### src/rtl/pipelined_adder.sv
// Carry-segmented pipelined add/subtract; result on sum/out_valid STAGES+1 enabled edges after acceptance.
// No backpressure: ce=0 freezes every register, including out_valid, so consumers qualify out_valid with ce.
module pipelined_adder #(
  parameter int ADDER_WIDTH = 51,
  parameter int STAGES      = 3
) (
  input  logic                   clk,
  input  logic                   rst,
  input  logic                   ce,
  input  logic                   in_valid,
  input  logic                   sub,
  input  logic [ADDER_WIDTH-1:0] a,
  input  logic [ADDER_WIDTH-1:0] b,
  output logic                   out_valid,
  output logic [ADDER_WIDTH:0]   sum
);

  localparam int W   = ADDER_WIDTH;
  localparam int S   = STAGES;
  localparam int SEG = (W + S - 1) / S;

  // Index k holds what stage k registered; stage 0 captures the operands.
  logic [W-1:0] a_q   [0:S-1];
  logic [W-1:0] b_q   [0:S-1];
  logic [W-1:0] s_q   [1:S];
  logic         c_q   [0:S];
  logic         v_q   [0:S];
  logic [W-1:0] s_nxt [1:S];
  logic         c_nxt [1:S];

  // Subtraction is a + ~b + 1, so the inversion and carry-in are folded in here.
  always_ff @(posedge clk or posedge rst) begin
    if (rst) begin
      a_q[0] <= '0;
      b_q[0] <= '0;
      c_q[0] <= 1'b0;
      v_q[0] <= 1'b0;
    end else if (ce) begin
      a_q[0] <= a;
      b_q[0] <= sub ? ~b : b;
      c_q[0] <= sub;
      v_q[0] <= in_valid;
    end
  end

  for (genvar k = 1; k <= S; k++) begin : g_stage
    localparam int LO  = (k - 1) * SEG;
    localparam int HI  = (k * SEG < W) ? k * SEG : W;
    localparam int LEN = (HI > LO) ? HI - LO : 0;

    logic [W-1:0] prev;

    if (k == 1) begin : g_first
      assign prev = '0;
    end else begin : g_rest
      assign prev = s_q[k-1];
    end

    if (LEN > 0) begin : g_add
      logic [LEN:0] seg;
      logic [W-1:0] merged;

      assign seg = {1'b0, a_q[k-1][LO +: LEN]} + {1'b0, b_q[k-1][LO +: LEN]}
                   + (LEN + 1)'(c_q[k-1]);

      always_comb begin
        merged              = prev;
        merged[LO +: LEN]   = seg[LEN-1:0];
      end

      assign s_nxt[k] = merged;
      assign c_nxt[k] = seg[LEN];
    end else begin : g_empty
      // Segment beyond the top bit: the stage only adds delay.
      assign s_nxt[k] = prev;
      assign c_nxt[k] = c_q[k-1];
    end

    always_ff @(posedge clk or posedge rst) begin
      if (rst) begin
        s_q[k] <= '0;
        c_q[k] <= 1'b0;
        v_q[k] <= 1'b0;
      end else if (ce) begin
        s_q[k] <= s_nxt[k];
        c_q[k] <= c_nxt[k];
        v_q[k] <= v_q[k-1];
      end
    end

    if (k < S) begin : g_fwd
      always_ff @(posedge clk or posedge rst) begin
        if (rst) begin
          a_q[k] <= '0;
          b_q[k] <= '0;
        end else if (ce) begin
          a_q[k] <= a_q[k-1];
          b_q[k] <= b_q[k-1];
        end
      end
    end
  end

  // Bubble slots never load sum, so it always shows the last real result.
  always_ff @(posedge clk or posedge rst) begin
    if (rst) begin
      out_valid <= 1'b0;
      sum       <= '0;
    end else if (ce) begin
      out_valid <= v_q[S];
      if (v_q[S]) begin
        sum <= {c_q[S], s_q[S]};
      end
    end
  end

endmodule

### config.mk
export PLATFORM = sky130hd
export DESIGN_NAME = pipelined_adder
export DESIGN_NICKNAME = d
export VERILOG_FILES = /design/src/rtl/pipelined_adder.sv
export SDC_FILE = /design/constraint.sdc
export NUM_CORES = 1
export LEC_CHECK = 0
export ABC_AREA = 0
export BUFFER_PORTS_ARGS = -buffer_cell sky130_fd_sc_hd__buf_2
export CAP_MARGIN = 25
export CORE_MARGIN = 4
export CORE_UTILIZATION = 55
export CTS_CLUSTER_DIAMETER = 60
export DETAILED_ROUTE_END_ITERATION = 8
export GPL_TIMING_DRIVEN = 0
export PLACE_DENSITY = 0.8
export RECOVER_POWER = 25
export SETUP_SLACK_MARGIN = 0.15
export SYNTH_ARGS = -nofsm -noshare
export SYNTH_HDL_FRONTEND = slang
export SYNTH_SLANG_ARGS = --single-unit
### constraint.sdc
create_clock -name clk -period 25.2 [get_ports clk]
set_input_delay 0 -clock clk [delete_from_list [all_inputs] [get_ports clk]]
set_output_delay 0 -clock clk [all_outputs]
set_load 0.005 [all_outputs]
==> out/results.tsv, run 1 <==
stage	metric	value	unit
sta	slew margin rel.	-3.22	
critical_path	CP Data Arrival Time	8.30	ns
clock_network	Worst-path clk slew	0.06	ns
logic_synthesis	largest family of logic cells by synthesized area	multiplexers	
final_layout	layout cells sized above 1	0.294	
grt	largest net degree at the start of global routing	127	
logic_synthesis	post-synth cell types	64	
detailed_routing	Routed Antenna Nets	0	
detailed_routing	Routed WL per cell	19.2	um
clock_network	H-tree depth	2	
sta	Period minus WS final	9.23	ns
final_layout	most common cell after layout, fill and taps aside	dfrtp_1	
min_path	Worst Hold Class	input pin to flop	
logic_synthesis	post-synthesis simple-gate area fraction	0.0526	
final_layout	Layout fillers	2149	
sta	Slew Limit Fails	372	
critical_path	CP Capture Type	asynchronous set/reset pin	
placed_design	I/O Buffers	157	
pwr	power density over cell area	96.2	nW/um^2
floorplan	Core ar.	29600	sq um
clock_network	CTS Buf Count	39	
logic_synthesis	sequential area share after synthesis	0.558	
logic_synthesis	mux contribution to synthesized area	0.188	
critical_path	crit path kind	input pin to asynchronous set/reset pin	
grt	M1 GR Usage	0.323	
floorplan	Top Ports	160	
grt	busiest grt layer	met2	
pwr	Leakage	8.77	nW
grt	vias in the first global route	11800	
logic_synthesis	Synth Area in Adders	0.0438	
logic_synthesis	top_reg_cell synth	dfrtp_1	
placed_design	Placed Instances	1846	
sta	Hold Violations, Final	0	
sta	RSZ-0062 raised after global routing	no	
logic_synthesis	XOR/XNOR share of the synthesized area	0.0388	
grt	first-pass GRT wire length	63300	um
clock_network	CTS root buf	clkbuf_16	
floorplan	Die W	181	um
job	maxcap violations	3	
sta	total negative slack	0	ns
grt	GRT Util Overall	0.240	
logic_synthesis	Post-synth EDFFs	0	
logic_synthesis	FFs w/ async S/R, synth	1.00	
final_layout	NumNets Final	1763	
logic_synthesis	syn_area_per_cell	12.7	sq um
critical_path	Crit Path Max Fanout	126	
grt	GR Util met2	0.405	
critical_path	CP Launch Type	input pin	
floorplan	FP Rows	63	
status	failing checks	capacitance limit, slew limit	
clock_network	worst skew pair latency	0.53	ns
floorplan	die area	32800	sq um
detailed_routing	via count	11300	
logic_synthesis	Post-Syn Area	16500	sq um
clock_network	clk buf depth	3	
floorplan	initial core utilization	0.557	
detailed_routing	First-pass DRT Iterations	5	
logic_synthesis	post-synth net total	1458	
final_layout	ANT cells	0	
critical_path	Critical Path RT	24.27	ns
logic_synthesis	flops & latches, synth	367	
placed_design	global placement routability congestion	0.895	
clock_network	Clock Sink Count	367	
final_layout	fin cells	2021	
grt	total congestion overflow	0	
sta	Max Fclk	108	MHz
status	outcome	finished, violations left	
clock_network	CTS tree	built	
sta	clk_skew	0.0116	ns
sta	crit share post-route	0.366	
sta	final setup fails	0	
grt	M3 GR Usage	0.0360	
detailed_routing	Starting DRT DRC Count	772	
logic_synthesis	compound-cell area share of the yosys netlist	0.0925	
logic_synthesis	synthesized instance count	1297	
placed_design	placed wire-length estimate	26700	um
detailed_routing	WL final	38900	um
logic_synthesis	synthesis warning total	0	
grt	initial antenna violation count	0	
detailed_routing	drc violations	0	
clock_network	setup bufs post-CTS	0	
final_layout	commonest cells after routing, fill and taps aside	dfrtp_1, mux2_2, buf_2	
pwr	VDD IR max	0.0000515	V
detailed_routing	Vias/cell	5.58	
final_layout	Area growth syn-to-layout	21.9	%
floorplan	die height	181	um
critical_path	R2R setup slack	21.94	ns
sta	Worst Tran Pin Value	6.33	ns
## final timing paths
| kind | startpoint | to | depth (start not counted) |
|---|---|---|---|
| setup / recovery | rst | a_q[132]$_DFFE_PP0P_ | 4 |
| hold / removal | a[4] | a_q[106]$_DFFE_PP0P_ | 3 |
| setup reg to reg | a_q[34]$_DFFE_PP0P_ | s_q[46]$_DFFE_PP0P_ | 8 |
| hold reg to reg | c_q[0]$_DFFE_PP0P_ | c_q[0]$_DFFE_PP0P_ | 1 |
| max in group clk | a_q[34]$_DFFE_PP0P_ | s_q[46]$_DFFE_PP0P_ | 8 |
| min in group asynchronous | rst | sum[2]$_DFFE_PP0P_ | 3 |
## where the power goes
group	leakage [nW]	total (mW)	internal, mW	switching (mW)
logic	3.84	0.497	0.257	0.240
clock network	0.652	0.584	0.352	0.232
registers	4.27	0.850	0.754	0.0958
total	8.77	1.93	1.36	0.567
## layout make-up
class	instances	area (sq um)	share of cell area
repair buffers	264	1800	0.0895
inverters	29	110	0.00548
plain buffers	70	333	0.0166
multi-input cells	831	6840	0.341
clock inverters	15	166	0.00829
flip-flops and latches	367	9180	0.457
clock buffers	55	1160	0.0577
well taps	390	488	0.0243
## cell usage after synthesis (5+ instances only)
master | instances | area share
dfrtp_1 | 367 | 0.56
mux2_2 | 273 | 0.19
a21oi_1 | 89 | 0.027
nor2_1 | 78 | 0.018
xnor2_1 | 64 | 0.034
clkbuf_1 | 53 | 0.012
nand2_1 | 51 | 0.012
ha_1 | 48 | 0.036
o21ai_0 | 36 | 0.011
inv_1 | 29 | 0.0066
a21o_1 | 28 | 0.013
o21a_1 | 14 | 0.0064
nand4_1 | 13 | 0.0049
nand3_1 | 12 | 0.0036
nor3_1 | 10 | 0.0030
xor2_1 | 9 | 0.0048
a211oi_1 | 8 | 0.0036
o31ai_1 | 8 | 0.0036
buf_1 | 7 | 0.0016
a2111oi_0 | 6 | 0.0032
fa_1 | 6 | 0.0073
nor2b_1 | 6 | 0.0023
o211ai_1 | 6 | 0.0027
and3_1 | 5 | 0.0019
nand2b_1 | 5 | 0.0019
## cell families after synthesis
group | count (synthesis)
mux | 275
compound gates | 237
xor+xnor | 73
flops | 367
fa+ha+maj | 54
buf+inv | 99
simple gates | 192
## state kept, by name (all words and copies together), names as in the netlist
signal,cells
a_q,102
b_q,102
sum,52
g_stage.prev,51
s_q,51
c_q,4
v_q,4
out_valid,1
## stage by stage
stage          setup slack (ns)  hold slack [ns]  power (mW)  utilization  instance area (sq um)
2_1_floorplan             15.01            0.121        1.18            -                  16500
3_3_place_gp              11.54            0.232        1.32        0.600                  17700
3_5_place_dp              21.93            0.236        1.35        0.602                  17800
4_1_cts                   21.94            0.222        1.95        0.683                  20200
5_1_grt                   14.11            0.251        2.04        0.679                  20100
6_report                  15.97            0.238        1.93        0.679                  20100
## routing by layer
layer,share of wire,wire length (um)
met2,0.49,19000
met5,0,0
met3,0.047,1830
met1,0.43,16800
met4,0.033,1300
## worst max-delay path, cell delays in order
cell and delay [ns]:
dlygate4sd3_1 0.53, buf_2 0.12, clkinvlp_2 2.83, clkbuf_1 4.56
## timing repair
action / in CTS / in global routing
resized for setup: 0 / 0
hold endpoints to repair: 225 / 0
hold buffers: 105 / 0
No activity file was read; power rests on OpenSTA's default activity.
==> run 2: changes to the inputs <==
- CORE_UTILIZATION: 55 -> 54
- PLACE_DENSITY: 0.8 -> 0.82
- clock period: 25.2 -> 8.17 ns (I/O delays scaled with it)
==> run 2 against run 1 <==
Net effect: the run still ends with capacitance limit, slew limit left; non-clock buffer count increased by 8; wire length increased by 3.0%; hold slack got worse by 0.16 ns; critical path type unchanged; highest routed layer unchanged.
==> out/results.tsv, run 2 (same netlist as run 1, synthesis figures left out) <==
stage	metric	value	unit	change
placed_design	I/O Buffers	157		unchanged
critical_path	CP Launch Type	input pin		
sta	Slew Limit Fails	194		-48%
clock_network	worst skew pair latency	0.53	ns	about the same
clock_network	cts repair resizes	0		unchanged
sta	Period minus WS final	4.16	ns	
grt	first-pass GRT wire length	64300	um	+1.5%
clock_network	CTS tree	built		
min_path	Worst Hold Class	input pin to asynchronous set/reset pin		
sta	slew margin rel.	-0.508		+2.72
grt	vias in the first global route	12000		+1.4%
critical_path	Critical Path RT	8.33	ns	-15.94 ns
critical_path	Crit Path Max Fanout	43		-66%
detailed_routing	Routed WL per cell	19.7	um	+2.6%
floorplan	initial core utilization	0.551		-0.00588
pwr	Pwr Total	6.02	mW	+210%
status	failing checks	capacitance limit, slew limit		
final_layout	most common cell after layout, fill and taps aside	dfrtp_1		
detailed_routing	WL final	40000	um	+3.0%
detailed_routing	First-pass DRT Iterations	5		unchanged
floorplan	Core ar.	29900	sq um	+1.1%
placed_design	Placed Instances	1854		+0.43%
final_layout	Area growth syn-to-layout	22.9	%	
sta	Hold Violations, Final	0		unchanged
critical_path	CP Data Arrival Time	4.32	ns	-3.98 ns
sta	final setup fails	0		unchanged
grt	GRT Util Overall	0.241		+0.000951
detailed_routing	Routed Antenna Nets	0		unchanged
sta	Max Fclk	241	MHz	
detailed_routing	Starting DRT DRC Count	608		-21%
floorplan	FP Rows	63		unchanged
placed_design	global placement routability congestion	0.875		-2.2%
pwr	Leakage	8.92	nW	+1.8%
final_layout	NumNets Final	1770		+0.40%
sta	Worst Tran Pin Value	2.26	ns	-4.07 ns
critical_path	crit path kind	input pin to asynchronous set/reset pin		
grt	total congestion overflow	0		unchanged
final_layout	ANT cells	0		unchanged
clock_network	CTS Buf Count	38		-2.6%
clock_network	Worst-path clk slew	0.07	ns	about the same
detailed_routing	via count	11500		+1.6%
clock_network	Clock Sink Count	367		unchanged
critical_path	R2R setup slack	4.96	ns	-16.98 ns
grt	largest net degree at the start of global routing	46		-64%
grt	initial antenna violation count	0		unchanged
final_layout	commonest cells after routing, fill and taps aside	dfrtp_1, mux2_2, buf_2		
job	maxcap violations	5		+2
status	outcome	finished, violations left		
detailed_routing	Vias/cell	5.65		+1.2%
clock_network	CTS root buf	clkbuf_16		
final_layout	top flop regs	a_q x102, b_q x102, sum x52		
clock_network	setup bufs post-CTS	0		unchanged
final_layout	Layout fillers	2060		-4.1%
clock_network	H-tree depth	2		unchanged
sta	crit share post-route	0.509		
final_layout	fin cells	2029		+0.40%
critical_path	CP Capture Type	asynchronous set/reset pin		
sta	clk_skew	0.0136	ns	+0.00199 ns
floorplan	Top Ports	160		unchanged
detailed_routing	drc violations	0		unchanged
placed_design	placed wire-length estimate	27700	um	+4.0%
floorplan	Die W	183	um	+0.88%
sta	RSZ-0062 raised after global routing	no		
pwr	VDD IR max	0.000182	V	+250%
floorplan	die height	183	um	+0.88%
sta	total negative slack	0	ns	unchanged
pwr	power density over cell area	297	nW/um^2	+210%
floorplan	die area	33400	sq um	+1.8%
clock_network	clk buf depth	3		unchanged
final_layout	layout cells sized above 1	0.315		+0.0218
## run 2: cell types whose count changed in the layout (fill, tap and decap cells not counted), sizes merged
cell / before / now
clkbuf: 150 / 121
clkinvlp: 3 / 1
clkinv: 10 / 6
buf: 132 / 173
inv: 28 / 30
## run 2: where the power goes
group          switching (mW)  internal [mW]
Combinational           0.759          0.824
Clock                   0.719           1.10
Sequential              0.291           2.32
Total                    1.77           4.25
## run 2: per-layer routing
metal  vias up  track usage  wire [um]
li1       5245            -          -
met1      5739        0.323      16900
met2       370        0.406      19600
met3       104       0.0303       1930
met4         0       0.0895       1600
met5         -            0          0
## run 2: per-stage QoR
stage                     hold WS [ns]  instance area (sq um)  utilization  setup WS, ns
after floorplan                  0.121                  16500            -          3.25
after global placement           0.233                  17700        0.594          1.42
after detailed placement        0.0153                  18000        0.601          5.03
after CTS                       0.0126                  20300        0.681          4.95
after global routing             0.139                  20200        0.677          3.11
final                           0.0809                  20200        0.677          4.01
## run 2: area by class of cell
cell class	count	area (sq um)	share of cell area
Buffer	70	333	0.0164
Clock buffer	59	1180	0.0585
Clock inverter	11	145	0.00717
Inverter	29	110	0.00544
Multi-Input combinational cell	831	6840	0.338
Sequential cell	367	9180	0.454
Tap cell	390	488	0.0241
Timing Repair Buffer	272	1950	0.0962
## run 2: final timing paths
path | end | cells after the start | startpoint
hold / removal | b_q[103]$_DFFE_PP0P_ | 3 | rst
setup / recovery | g_stage[3].prev[31]$_DFFE_PP0P_ | 5 | rst
min in group clk | b_q[152]$_DFFE_PP0P_ | 3 | sub
max in group clk | s_q[46]$_DFFE_PP0P_ | 8 | a_q[34]$_DFFE_PP0P_
setup reg to reg | s_q[46]$_DFFE_PP0P_ | 8 | a_q[34]$_DFFE_PP0P_
hold reg to reg | g_stage[3].prev[21]$_DFFE_PP0P_ | 1 | g_stage[3].prev[21]$_DFFE_PP0P_
## run 2: worst max-delay path, stage by stage
cell           delay [ns]
dlygate4sd3_1        0.53
buf_2                0.12
clkinvlp_2           0.40
clkbuf_1             1.50
clkbuf_1             1.70
## run 2: what timing repair did
action / in CTS / in global routing
hold buffers: 105 / 0
endpoints found under the hold margin: 193 / 0
setup endpoints to repair: 0 / 0
